[config.mk]
export PLATFORM = sky130hd
export DESIGN_NAME = pwm_capture
export DESIGN_NICKNAME = d
export VERILOG_FILES = /design/src/rtl/pwm_pkg.sv /design/src/rtl/pwm_in_cond.sv /design/src/rtl/pwm_capture.sv
export SDC_FILE = /design/constraint.sdc
export NUM_CORES = 1
export LEC_CHECK = 0
export CORE_MARGIN = 2
export CORE_UTILIZATION = 53
export DETAILED_ROUTE_END_ITERATION = 10
export PLACE_DENSITY = 0.82
export SLEW_MARGIN = 40
export SYNTH_ARGS = -nofsm -noshare
export SYNTH_HDL_FRONTEND = slang
export SYNTH_SLANG_ARGS = --single-unit
[constraint.sdc]
create_clock -name clk -period 7.01 [get_ports clk]
set_input_delay 1.402 -clock clk [delete_from_list [all_inputs] [get_ports clk]]
set_output_delay 1.402 -clock clk [all_outputs]
set_load 0.05 [all_outputs]
[src/rtl/pwm_pkg.sv]
// -----------------------------------------------------------------------------
// pwm_pkg
// Shared types and constants for the PWM capture block.
//   pwm_state_e : measurement FSM states (IDLE, HIGH, LOW)
//   PWM_W       : default counter / output width
// -----------------------------------------------------------------------------
package pwm_pkg;

    localparam int unsigned PWM_W = 16;

    typedef enum logic [1:0] {
        IDLE = 2'd0,  // waiting for a first rise; no period in progress
        HIGH = 2'd1,  // high phase of a period being measured
        LOW  = 2'd2   // low phase of a period being measured
    } pwm_state_e;

endpackage

[src/rtl/pwm_in_cond.sv]
// -----------------------------------------------------------------------------
// pwm_in_cond
// Input conditioning for the PWM capture block: 2-FF synchronizer, optional
// glitch filter, and one-cycle edge detection on the conditioned level.
//
// Optional feature: define PWM_CAPTURE_FILTER_EN to insert a glitch filter
// that only accepts a new level after it has been stable for FILT_LEN cycles.
//
// Ports:
//   clk_i   in   system clock
//   rst_i   in   asynchronous active-high reset
//   pwm_i   in   raw PWM input, asynchronous to clk_i
//   rise_o  out  conditioned level went 0 -> 1 (valid for one cycle)
//   fall_o  out  conditioned level went 1 -> 0 (valid for one cycle)
// -----------------------------------------------------------------------------
module pwm_in_cond #(
    parameter int unsigned FILT_LEN = 4
) (
    input  logic clk_i,
    input  logic rst_i,
    input  logic pwm_i,
    output logic rise_o,
    output logic fall_o
);

    logic sync1_q;
    logic sync2_q;
    logic s;
    logic s_d_q;

    if (FILT_LEN == 0) begin : g_bad_filt_len
        $error("FILT_LEN must be at least 1");
    end

    always_ff @(posedge clk_i or posedge rst_i) begin
        if (rst_i) begin
            sync1_q <= 1'b0;
            sync2_q <= 1'b0;
        end else begin
            sync1_q <= pwm_i;
            sync2_q <= sync1_q;
        end
    end

`ifdef PWM_CAPTURE_FILTER_EN
    localparam int unsigned CntW = (FILT_LEN > 1) ? $clog2(FILT_LEN) : 1;

    logic [CntW-1:0] filt_cnt_q;
    logic [CntW-1:0] filt_cnt_d;
    logic            filt_q;
    logic            filt_d;

    // Count consecutive cycles where the synchronized input disagrees with the
    // accepted level; any agreeing cycle restarts the count.
    always_comb begin
        filt_d     = filt_q;
        filt_cnt_d = '0;
        if (sync2_q != filt_q) begin
            if (filt_cnt_q == CntW'(FILT_LEN - 1)) begin
                filt_d = sync2_q;
            end else begin
                filt_cnt_d = filt_cnt_q + CntW'(1);
            end
        end
    end

    always_ff @(posedge clk_i or posedge rst_i) begin
        if (rst_i) begin
            filt_q     <= 1'b0;
            filt_cnt_q <= '0;
        end else begin
            filt_q     <= filt_d;
            filt_cnt_q <= filt_cnt_d;
        end
    end

    assign s = filt_q;
`else
    assign s = sync2_q;
`endif

    always_ff @(posedge clk_i or posedge rst_i) begin
        if (rst_i) begin
            s_d_q <= 1'b0;
        end else begin
            s_d_q <= s;
        end
    end

    assign rise_o = s & ~s_d_q;
    assign fall_o = ~s & s_d_q;

endmodule

[src/rtl/pwm_capture.sv]
// -----------------------------------------------------------------------------
// pwm_capture
// Measures each complete period of an asynchronous PWM waveform in clk cycles
// and reports it in generator terms: duty (high cycles) and final_value
// (period - 1). A constant input produces a single timeout report with
// final_value = MAX and stuck = 1.
//
// Optional feature: PWM_CAPTURE_FILTER_EN (see pwm_in_cond) adds a FILT_LEN
// cycle glitch filter in front of the edge detector.
//
// Ports:
//   clk          in   system clock
//   reset        in   asynchronous active-high reset
//   pwm_in       in   PWM input, asynchronous to clk
//   duty         out  high time of the last measured period (W bits)
//   final_value  out  last measured period - 1 (W bits)
//   valid        out  one-cycle strobe, outputs updated on the same edge
//   stuck        out  last report was a timeout rather than a period
// -----------------------------------------------------------------------------
module pwm_capture
    import pwm_pkg::*;
#(
    parameter int unsigned W        = PWM_W,
    parameter int unsigned FILT_LEN = 4
) (
    input  logic         clk,
    input  logic         reset,
    input  logic         pwm_in,
    output logic [W-1:0] duty,
    output logic [W-1:0] final_value,
    output logic         valid,
    output logic         stuck
);

    localparam logic [W-1:0] MaxVal = '1;
    localparam logic [W-1:0] Limit  = MaxVal - W'(1);

    logic rise;
    logic fall;

    pwm_in_cond #(
        .FILT_LEN (FILT_LEN)
    ) u_in_cond (
        .clk_i  (clk),
        .rst_i  (reset),
        .pwm_i  (pwm_in),
        .rise_o (rise),
        .fall_o (fall)
    );

    pwm_state_e   state_q;
    logic [W-1:0] cnt_q;
    logic [W-1:0] high_lat_q;
    logic [W-1:0] duty_q;
    logic [W-1:0] final_q;
    logic         valid_q;
    logic         stuck_q;
    logic         at_limit;

    // >= rather than == so that a fall taken exactly at the limit (which lets
    // cnt step to MAX) still times out in LOW instead of running on.
    assign at_limit = (cnt_q >= Limit);

    always_ff @(posedge clk or posedge reset) begin
        if (reset) begin
            state_q    <= IDLE;
            cnt_q      <= '0;
            high_lat_q <= '0;
            duty_q     <= '0;
            final_q    <= '0;
            valid_q    <= 1'b0;
            stuck_q    <= 1'b0;
        end else begin
            valid_q <= 1'b0;
            // Saturate so the counter can never wrap back into range.
            if (cnt_q != MaxVal) begin
                cnt_q <= cnt_q + W'(1);
            end

            case (state_q)
                IDLE: begin
                    cnt_q <= '0;
                    // First rise only starts a measurement; the period before
                    // it was not seen from its beginning.
                    if (rise) begin
                        state_q <= HIGH;
                    end
                end

                HIGH: begin
                    if (fall) begin
                        state_q    <= LOW;
                        high_lat_q <= cnt_q + W'(1);
                    end else if (at_limit) begin
                        state_q <= IDLE;
                        cnt_q   <= '0;
                        valid_q <= 1'b1;
                        stuck_q <= 1'b1;
                        final_q <= MaxVal;
                        duty_q  <= MaxVal;
                    end
                end

                LOW: begin
                    if (rise) begin
                        state_q <= HIGH;
                        cnt_q   <= '0;
                        valid_q <= 1'b1;
                        stuck_q <= 1'b0;
                        final_q <= cnt_q;
                        duty_q  <= high_lat_q;
                    end else if (at_limit) begin
                        state_q <= IDLE;
                        cnt_q   <= '0;
                        valid_q <= 1'b1;
                        stuck_q <= 1'b1;
                        final_q <= MaxVal;
                        duty_q  <= '0;
                    end
                end

                default: begin
                    state_q <= IDLE;
                    cnt_q   <= '0;
                end
            endcase
        end
    end

    assign duty        = duty_q;
    assign final_value = final_q;
    assign valid       = valid_q;
    assign stuck       = stuck_q;

endmodule

* Yosys cells after proc, flatten, opt, wreduce, memory -nomap -nowiden
Index checks and enable logic that the tools add are counted.
Cells by class: bitwise gates (word level) 4, equality and inequality tests 7, magnitude comparators 1, add/sub/neg operators 1, reduce and logical (&&, ||, !) cells 5, mux-type cells 27
Operators with widths (count):
- $mux 16 | 11
- $pmux 16 s2 | 3
- $add 16x1->16 const B | 1
- $ge 16x16->1 const B | 1
- $ne 16x16->1 const B | 1
- $mux 2 | 4
- $mux 1 | 6
- $ne 2x2->1 const B | 3
- $pmux 2 s3 | 1
- $pmux 1 s2 | 2
- $reduce_and 2->1 | 2
- $reduce_and 4->1 | 1
- $ne 3x3->1 const B | 1
- $and 1x1->1 | 2
- $eq 2x1->1 const B | 1
- $eq 2x2->1 const B | 1
- $logic_not 2->1 | 1
- $not 1->1 | 2
- $reduce_bool 2->1 | 1
Word-level totals: output and inout bits 34, flip-flop bits (word level) 71, input bits 3, word-level logic and storage cells 55

* Logic depth before layout (Yosys ltp)
depth in word-level cells 5, depth in mapped cells 9, depth with buffers taken out 6

* Hierarchy
Synthesis repeated with hierarchy kept, for this count alone.
Second synthesis, totals: cells, all modules 317, area total of the unflattened synthesis 3352.0 um2
By module, submodules not included:
- pwm_capture | area each 3258.1 um2, cells each 311, seq. area each 1701.6 um2, times used 1
- pwm_in_cond | area each 93.8 um2, cells each 6, seq. area each 75.1 um2, times used 1

* Least setup slack after synthesis
OpenSTA, ideal clock, no wires.
path kind reg-to-output, start reg duty_q[11], in the netlist duty[11], end out duty[11], data required time 5.608 ns, cell stages (with the launch flop) 1, buffers on the path 0, data arrival time 0.621 ns, slack 4.987 ns, cells stage by stage dfrtp_1
RTL lines:
- start, declared | RTL line pwm_capture.sv:54 | logic [W-1:0] duty_q;
- start signal, assigned | RTL line pwm_capture.sv:100 | duty_q <= MaxVal;
- start signal, assigned | RTL line pwm_capture.sv:111 | duty_q <= high_lat_q;
- end, declared | RTL line pwm_capture.sv:29 | output logic [W-1:0] duty,
No word-level cell between the ends.

* Final worst setup path
start reg duty_q[11], in the netlist duty[11], end out duty[11]
No word-level cell between the ends.

==> impl_metrics.csv <==
group,metric,value,unit
run_status,status,"finished clean",
clock_tree,postCtsSetupBuffers,0,
clock_tree,clkSinkCount,71,
timing,max_freq,338,MHz
flow_run,drv_cap,0,
placed_design,io_buffer_count,36,
timing,min_period,2960,ps
routing,vias,2589,
placed_design,place_area,0.00370,mm^2
finish,n_antenna_cell,0,
grt,grt_pass1_wl,12.0,mm
finish,syn2layout_area_growth,16.9,%
clock_tree,ctsResizeCount,0,
grt,gr-total-overflow,0,
pwr,power_frac_comb,39.3,%
grt,antenna_found_initial,0,
placed_design,place.gp.congestion,0.867,
critical_path,cp.arrival,1550,ps
yosys,netlist_instances,345,
timing,relSlewSlack,52.6,%
timing,tns,0,ps
timing,rsz0062_at_grt,"no",
clock_tree,htreeDepth,3,
clock_tree,cts_buffers,9,
timing,max_slew.worst_pin.slew,711,ps
timing,layout_setup_ws,4050,ps
yosys,synth-edff-count,0,
critical_path,critPathMaxStageDelay,810,ps
timing,timing.final.crit_share,42.2,%
critical_path,cp_max_fo,4,
placed_design,place_ws,4320,ps
critical_path,crit_buf_inv,1,
clock_tree,cts_buffer_depth,2,
clock_tree,cts.hold.buffers_added,0,
min_path,min_path_type,"reg -> reg",
critical_path,cp.required,5610,ps
grt,grtUsageTotal,21.7,%
timing,skew,7.52,ps
finish,layout-drive-gt1-share,6.91,%
yosys,synthArstFlopShare,100,%
critical_path,r2r-start,"cnt_q[4]$_DFF_PP0_",
grt,grt_pass1_vias,2409,
pwr,power,1.44,mW
grt,grt_max_degree,72,
critical_path,cp_top_family,"buffers and inverters",
critical_path,critPathSlowestCell,"clkdlybuf4s50_1",
pwr,vdd_drop_max,285,uV
routing,dr.pass1.iters,5,
critical_path,crit_path_end_kind,"output pin",
yosys,syn_nets,354,
floorplanning,die_y,83.5,um
pwr,switching_power,573,uW
critical_path,crit_start,"duty[11]$_DFFE_PP0P_",
floorplanning,fp.dieW,83.5,um
yosys,seq_area_frac_synth,53.1,%
pwr,powerDensity,369,mW/mm^2
clock_tree,root_buffer,"clkbuf_8",
routing,drc,0,
pwr,seqPwrFrac,37.1,%
yosys,synth_warnings,0,
routing,drt_wl_total,7.01,mm
yosys,synth.distinct_cells,42,
yosys,syn_area,0.00335,mm^2
pwr,p_int,870,uW
floorplanning,std_cell_rows,28,
clock_tree,clkLatencyLatePin,350,ps
finish,final_net_count,380,
timing,slew_viol_final,0,
timing,setup_viol,0,
floorplanning,io-pin-count,37,
yosys,postSynthAreaPerCell,9.70,um^2
floorplanning,coreArea,0.00603,mm^2
clock_tree,path_clk_slew,70,ps
finish,final_area,0.00391,mm^2
routing,antenna_left,0,
min_path,min_from,"u_in_cond.sync1_q$_DFF_PP0_",
critical_path,startpoint_type,"flop",
yosys,synth-seq-cells,71,
routing,vias_per_cell,5.74,
pwr,leakage,1.69,nW
routing,drtIter0Drc,226,
placed_design,dp_hpwl,4.72,mm
floorplanning,dieArea,0.00697,mm^2
critical_path,crit_chain,"clkdlybuf4s50_1",
timing,holdWs,350,ps
yosys,synthFlopType,"dfrtp_1",
floorplanning,initial_utilization,55.5,%
pwr,switching_share,39.7,%
routing,wl_per_cell,15.5,um
clock_tree,cts_tree,"built",
timing,hold_viol_final,0,
critical_path,path_class,"reg -> out",
pwr,pwr-share-clk,23.6,%
[cell usage in the layout, fill, tap and decap left out, drive strengths merged, types with 5 or more instances in the layout]
cell type / count
ha: 6
a221oi: 5
clkdlybuf4s50: 36
mux2i: 12
a21oi: 42
nor4: 5
dfrtp: 71
nor2: 42
nor3: 8
nand3: 8
clkbuf: 13
inv: 9
o21ai: 20
xnor2: 10
nand4: 5
nand2: 41
[registers in the layout, indices dropped and copies added (netlist names)]
signal / flops
u_in_cond.s: 1
stuck: 1
u_in_cond.sync1_q: 1
high_lat_q: 16
duty: 16
valid: 1
state_q: 2
final_value: 16
cnt_q: 16
u_in_cond.s_d_q: 1
[power by group through the flow]
stage / clock [mW] / sequential [mW] / combinational (mW)
3_5_place_dp: 0 / 0.542 / 0.568
5_1_grt: 0.365 / 0.546 / 0.604
3_3_place_gp: 0 / 0.540 / 0.558
4_1_cts: 0.347 / 0.536 / 0.570
6_report: 0.340 / 0.536 / 0.567
2_1_floorplan: 0 / 0.754 / 0.190
[worst paths after layout]
path | end | slack [ps] | cells past startpoint
hold / removal | u_in_cond.s$_DFF_PP0_ | 350 | 0
setup reg to reg | duty[4]$_DFFE_PP0P_ | 4440 | 5
hold reg to reg | u_in_cond.s$_DFF_PP0_ | 350 | 0
min in group asynchronous | state_q[1]$_DFFE_PP0P_ | 1530 | 3
setup / recovery | duty[11] | 4050 | 1
max in group asynchronous | final_value[4]$_DFFE_PP0P_ | 5060 | 3
[kinds of logic (layout without fill, tap and decap cells)]
logic type | after synthesis | in the layout | synth area share (%)
AOI/OAI and AO/OA | 82 | 82 | 14.5
xor gates and xnor gates | 14 | 14 | 3.66
adders and majority gates | 6 | 6 | 2.24
buffers and inverters | 34 | 65 | 4.93
DFF | 71 | 71 | 53.1
muxes | 12 | 12 | 3.59
and+or+nand+nor | 126 | 126 | 18.0
[metal layers]
metal	up-vias	track usage, %	share of wire [%]
met2	89	30.8	44
met4	0	8.80	1.2
met3	6	5.93	6.1
met1	1243	31.5	49
li1	1251	-	-
met5	-	0	0
[through the flow]
stage	instances	utilization (%)
2_1_floorplan	345	-
5_1_grt	451	64.9
3_5_place_dp	434	61.3
6_report	451	64.9
4_1_cts	450	64.8
3_3_place_gp	434	61.3
[synth_stat cells, types with 3 or more instances]
library cell | n | area (um^2)
mux2i_1 | 12 | 120
xor2_1 | 4 | 35.0
nor3_1 | 8 | 40.0
inv_1 | 9 | 33.8
dfrtp_1 | 71 | 1780
a221oi_1 | 5 | 43.8
o21ai_0 | 20 | 100
nor2_1 | 42 | 158
a21oi_1 | 42 | 210
xnor2_1 | 10 | 87.6
a22oi_1 | 3 | 22.5
or3_1 | 4 | 25.0
clkbuf_1 | 16 | 60.1
nand2_1 | 40 | 150
buf_2 | 5 | 25.0
and3_1 | 4 | 25.0
nor4_1 | 4 | 25.0
ha_1 | 6 | 75.1
o211a_1 | 3 | 30.0
nand3_1 | 8 | 40.0
nand4_1 | 4 | 25.0
[layout make-up]
| cell class | count | area (um^2) |
|---|---|---|
| Tap cell | 75 | 93.8 |
| Sequential cell | 71 | 1780 |
| Multi-Input combinational cell | 240 | 1410 |
| Clock buffer | 13 | 169 |
| Fill cell | 505 | 2110 |
| Clock inverter | 3 | 40.0 |
| Inverter | 9 | 33.8 |
| Timing Repair Buffer | 40 | 394 |
No activity file was read; power rests on OpenSTA's default activity.
==> patch 1: new RTL, config.mk and constraints unchanged <==
The option `PWM_CAPTURE_FILTER_EN` is turned on by a define.
--- a/src/rtl/pwm_in_cond.sv
+++ b/src/rtl/pwm_in_cond.sv
@@ -13,6 +13,8 @@
 //   rise_o  out  conditioned level went 0 -> 1 (valid for one cycle)
 //   fall_o  out  conditioned level went 1 -> 0 (valid for one cycle)
 // -----------------------------------------------------------------------------
+`define PWM_CAPTURE_FILTER_EN
+
 module pwm_in_cond #(
     parameter int unsigned FILT_LEN = 4
 ) (
Behaviour: not the same (Yosys sat finds a counterexample within 10 cycles, from zero or initial values and one cycle with reset high).
==> patch 1 against the unedited design <==
Maximum frequency rose by 0.71%; final area grew 5.8%; synthesized area increased by 6.5%; critical path depth stayed put; total power is 28% higher; largest power group unchanged; sequential cell count grew 3; cell count decreased by 3.1%; worst setup slack gained 21 ps; critical endpoint is now final_value[9]; count of clock-buffer cells in the layout shrank 2; core utilization is 0.50 points lower; hold slack better by 10 ps; routed wire length is 0.71% lower.
==> patch 1: results (changes against the unedited design) <==
Clock network
  • Clock tree root buffer cell: clkbuf_8
  • Post-cts sizing count: 0 (unchanged)
  • # H-tree levels: 3 (unchanged)
  • Post-CTS setup buffer count: 0 (unchanged)
  • Hold buffer count at CTS: 0 (unchanged)
  • Worst-Skew Late Latency: around 360 ps
  • Num CTS Buffers: 9 (unchanged)

Cells and area
  • Layout Nets: 365 (-3.9%)
  • Layout cells sized above 1: 0.1722 (+0.1031)
  • Diodes inserted: 0 (unchanged)

GRT
  • Largest net degree at the start of global routing: 75 (+4.2%)
  • First-pass GRT wire length: 12,560 µm (+4.6%)
  • GRT Total Usage: 0.2149 (-0.001716)
  • Vias in the first global route: 2,525 (+4.8%)
  • Antenna violations before repair: 0 (unchanged)

Power and ir drop
  • LEAKAGE: 1.686 nW (-0.46%)
  • Worst VDD drop: 0.0002423 V (-15%)

Place
  • DP Worst Slack: 4392 ps (+72.91 ps)
  • Detailed Place HPWL: 4559 µm (-3.5%)
  • GPL Wtd Cong: 0.8332 (-3.9%)
  • Cell Area, Placed: 0.003925 mm² (+6.2%)
  • I/O Buffers: 36 (unchanged)

Detailed routing
  • DRT iter0 DRCs: 187 (-17%)
  • Via Count: 2,589 (unchanged)
  • TritonRoute pass-1 iters: 4 (-1)
  • Wirelength, routed: 6955 µm (-0.71%)

Critical path
  • Worst R2R End: final_value[9]
  • R2r startpoint: state_q[0]
  • Reg2Reg Depth: 5 (unchanged)
  • Worst reg2reg setup slack: 4380 ps (-60 ps)
  • Critical Path Fanout Max: 2 (-2)
  • Top Family by Delay on Critical Path: buffers and inverters
  • Crit-path slowest cell: clkdlybuf4s50_1
  • Critical path's largest stage delay: 810 ps (about the same)
  • Arrival time at the worst endpoint: 1530 ps (-20 ps)

Synthesis
  • Post-synthesis adder-cell area fraction: 0.02458 (+0.002149)
  • Synth top area cells: dfrtp_1 52%, nand2_1 4.5%, a41oi_1 3.9%
  • Synth unique cells: 50 (+19%)
  • Register area share after synthesis: 0.5197 (-0.01118)
  • Multiplexer share of the synthesized area: 0.005969 (-0.02992)
  • Post-synth ARST share: 1.000 (unchanged)
  • Top cells by count, synth: 74 x dfrtp_1, 43 x nand2_1, 17 x or2_2
  • Syn nets: 336 (-5.1%)
  • XOR/XNOR Fraction of Synth Area: 0.03687 (+0.0002325)
  • Synth Area in Compound Gates: 0.2089 (+0.06425)
  • Synth area leader: dfrtp_1

Timing
  • Normalized max-slew margin: 0.5061 (-0.01998)
  • Max Clock Skew: 11.05 ps (+3.533 ps)
  • Fmax: 0.3406 GHz (+0.71%)

Hold path
  • Worst hold endpoint: u_in_cond.sync2_q
  • Hold depth: 0 (unchanged)

Outcome
  • Outcome: finished clean
[patch 1: cell types whose count changed after synthesis, moves of 15 or more]
cell	change
a21oi_1	-38
a31oi_1	+15
a41oi_1	+16
nor2_1	-39
o22a_1	+16
or2_2	+16
[patch 1: worst max-delay path by stage]
stage | startpoint | end | cells after the start
finish | final_value[9] | final_value[9] | 1
global route | final_value[5] | final_value[5] | 1
CTS | final_value[7] | final_value[7] | 1
detailed placement | state_q[0] | final_value[7] | 5
global placement | reset | duty[6] | 3
floorplan | reset | cnt_q[0] | 1
[patch 1: cell type report]
class | count | area [µm²]
Clock inverter | 5 | 61.31
Multi-Input combinational cell | 222 | 1549
Fill cell | 524 | 2285
Sequential cell | 74 | 1852
Tap cell | 77 | 96.34
Timing Repair Buffer | 41 | 401.6
Clock buffer | 11 | 151.4
Inverter | 7 | 26.28
[patch 1: kinds of logic after synthesis]
| family | Yosys count |
|---|---|
| mux | 2 |
| simple gates | 104 |
| buf+inv | 30 |
| fa+ha+maj | 7 |
| flops | 74 |
| xor+xnor | 15 |
| compound gates | 94 |
[patch 1: layer usage]
metal | wire [µm] | GRT usage | part of all wire | up-vias
met5 | 0 | 0 | 0 | -
met4 | 140 | 0.07792 | 0.020 | 0
met3 | 306 | 0.04716 | 0.044 | 10
met2 | 3021 | 0.3136 | 0.43 | 72
met1 | 3487 | 0.3164 | 0.50 | 1256
li1 | - | - | - | 1251
[patch 1: power breakdown]
group          leakage (nW)  internal [mW]  switching (mW)
Combinational         0.595          0.311           0.575
Clock                0.0982          0.185           0.166
Sequential            0.992          0.540          0.0695
[patch 1: metrics by stage]
step           std cells  hold WS [ps]
2_1_floorplan        326         331.2
3_3_place_gp         421         335.0
3_5_place_dp         421         349.1
4_1_cts              437         365.9
5_1_grt              437         374.6
6_report             437         360.1
==> patch 2: new RTL, same settings <==
Made on the original files. Register the output `valid` once more, with the module's reset; this adds one clock of latency there. The other outputs are not delayed to match. Comments in the files are not updated.
--- a/src/rtl/pwm_capture.sv
+++ b/src/rtl/pwm_capture.sv
@@ -129,7 +129,13 @@
 
     assign duty        = duty_q;
     assign final_value = final_q;
-    assign valid       = valid_q;
+    always_ff @(posedge clk or posedge reset) begin
+        if (reset) begin
+            valid <= '0;
+        end else begin
+            valid <= valid_q;
+        end
+    end
     assign stuck       = stuck_q;
 
 endmodule
Function: changed (a bounded check fails within 10 cycles, from zero or initial values and one cycle with reset high).
==> patch 2 against the unedited design <==
Total power grew 1.9%; worst setup slack lost 2.3 ps; routed wire length shrank 0.73%; final area grew 0.96%; via count shrank 2.2%; critical path depth is the same; register-to-register slack gained 40 ps; sequential cell count grew 1; critical path type unchanged; count of clock-buffer cells in the layout shrank 3; largest power group unchanged; cell count grew 0.44%; synthesized area grew 0.75%.
==> patch 2: results (changes against the unedited design) <==
Cells and area
  • Utilization after layout: 0.6329 (-0.01638)
  • Clock-cell share: 0.05543 (+0.002026)
  • Fill count: 501 (-0.79%)
  • Buffering overhead: 0.09978 (-0.0009574)
  • Post-Layout Cell Count: 453 (+0.44%)
  • Layout Nets: 381 (+0.26%)
  • Register Area: 0.001802 mm² (+1.4%)
  • Multi-input gate share of total cell area: 0.3557 (-0.003413)

Critical path
  • Reg2Reg Depth: 7 (+2)
  • Worst reg2reg setup slack: 4480 ps (+40 ps)
  • R2r startpoint: state_q[1]
  • Worst R2R End: duty[14]

Place
  • Cell Area, Placed: 0.003724 mm² (+0.74%)
  • DP Worst Slack: 4308 ps (-11.03 ps)
  • Placed cell count: 437 (+0.69%)
  • Detailed Place HPWL: 4672 µm (-1.1%)

GRT
  • Largest net degree at the start of global routing: 73 (+1.4%)
  • Vias in the first global route: 2,446 (+1.5%)
  • GRT Total Usage: 0.2185 (+0.001936)
  • First-pass GRT wire length: 12,150 µm (+1.1%)

Synthesis
  • Post-synthesis cell count: 346 (+0.29%)
  • Top cells by count, synth: 72 x dfrtp_1, 42 x a21oi_1, 42 x nor2_1, 40 x nand2_1, 20 x o21ai_0
  • Seq cells post-synth: 72 (+1.4%)
  • Syn nets: 355 (+0.28%)

Detailed routing
  • Via Count: 2,531 (-2.2%)
  • DRT iter0 DRCs: 212 (-6.2%)
  • Met2 wire len: 3132 µm (+2.5%)
  • Met3 WL: 349 µm (-19%)
  • Met1 wire length: 3338 µm (-2.7%)
  • Wirelength, routed: 6954 µm (-0.73%)

Timing
  • Normalized max-slew margin: 0.5346 (+0.008522)
  • Hold Worst Slack: 351.1 ps (+1.285 ps)
  • Period utilisation layout: 0.4221 (about the same)
  • Max Clock Skew: 8.160 ps (+0.6441 ps)

Power and ir drop
  • LEAKAGE: 1.707 nW (+0.76%)

Outcome
  • Outcome: finished clean
-- patch 2: cell count changes after synthesis, sizes merged --
cell   unedited run  this run
dfrtp            71        72
-- patch 2: cells by family (layout without fill, tap and decap cells) --
| logic type | after synthesis | in the layout | share of synthesized area |
|---|---|---|---|
| AOI/OAI and AO/OA | 82 | 82 | 0.1436 |
| adders and majority gates | 6 | 6 | 0.02226 |
| DFF | 72 | 72 | 0.5343 |
| muxes | 12 | 12 | 0.03562 |
| and+or+nand+nor | 126 | 126 | 0.1789 |
| buffers and inverters | 34 | 64 | 0.04898 |
| xor gates and xnor gates | 14 | 14 | 0.03636 |
-- patch 2: report_power, final --
part	switching, mW	internal [mW]	leakage, nW	total [mW]
registers	0.0521	0.491	0.962	0.543
clock network	0.152	0.208	0.108	0.360
logic	0.375	0.192	0.636	0.568
-- patch 2: layer usage --
metal | global-route usage | vias up
met3 | 0.03858 | 12
met1 | 0.3254 | 1184
li1 | - | 1250
met4 | 0.1070 | 0
met2 | 0.3091 | 85
met5 | 0 | -
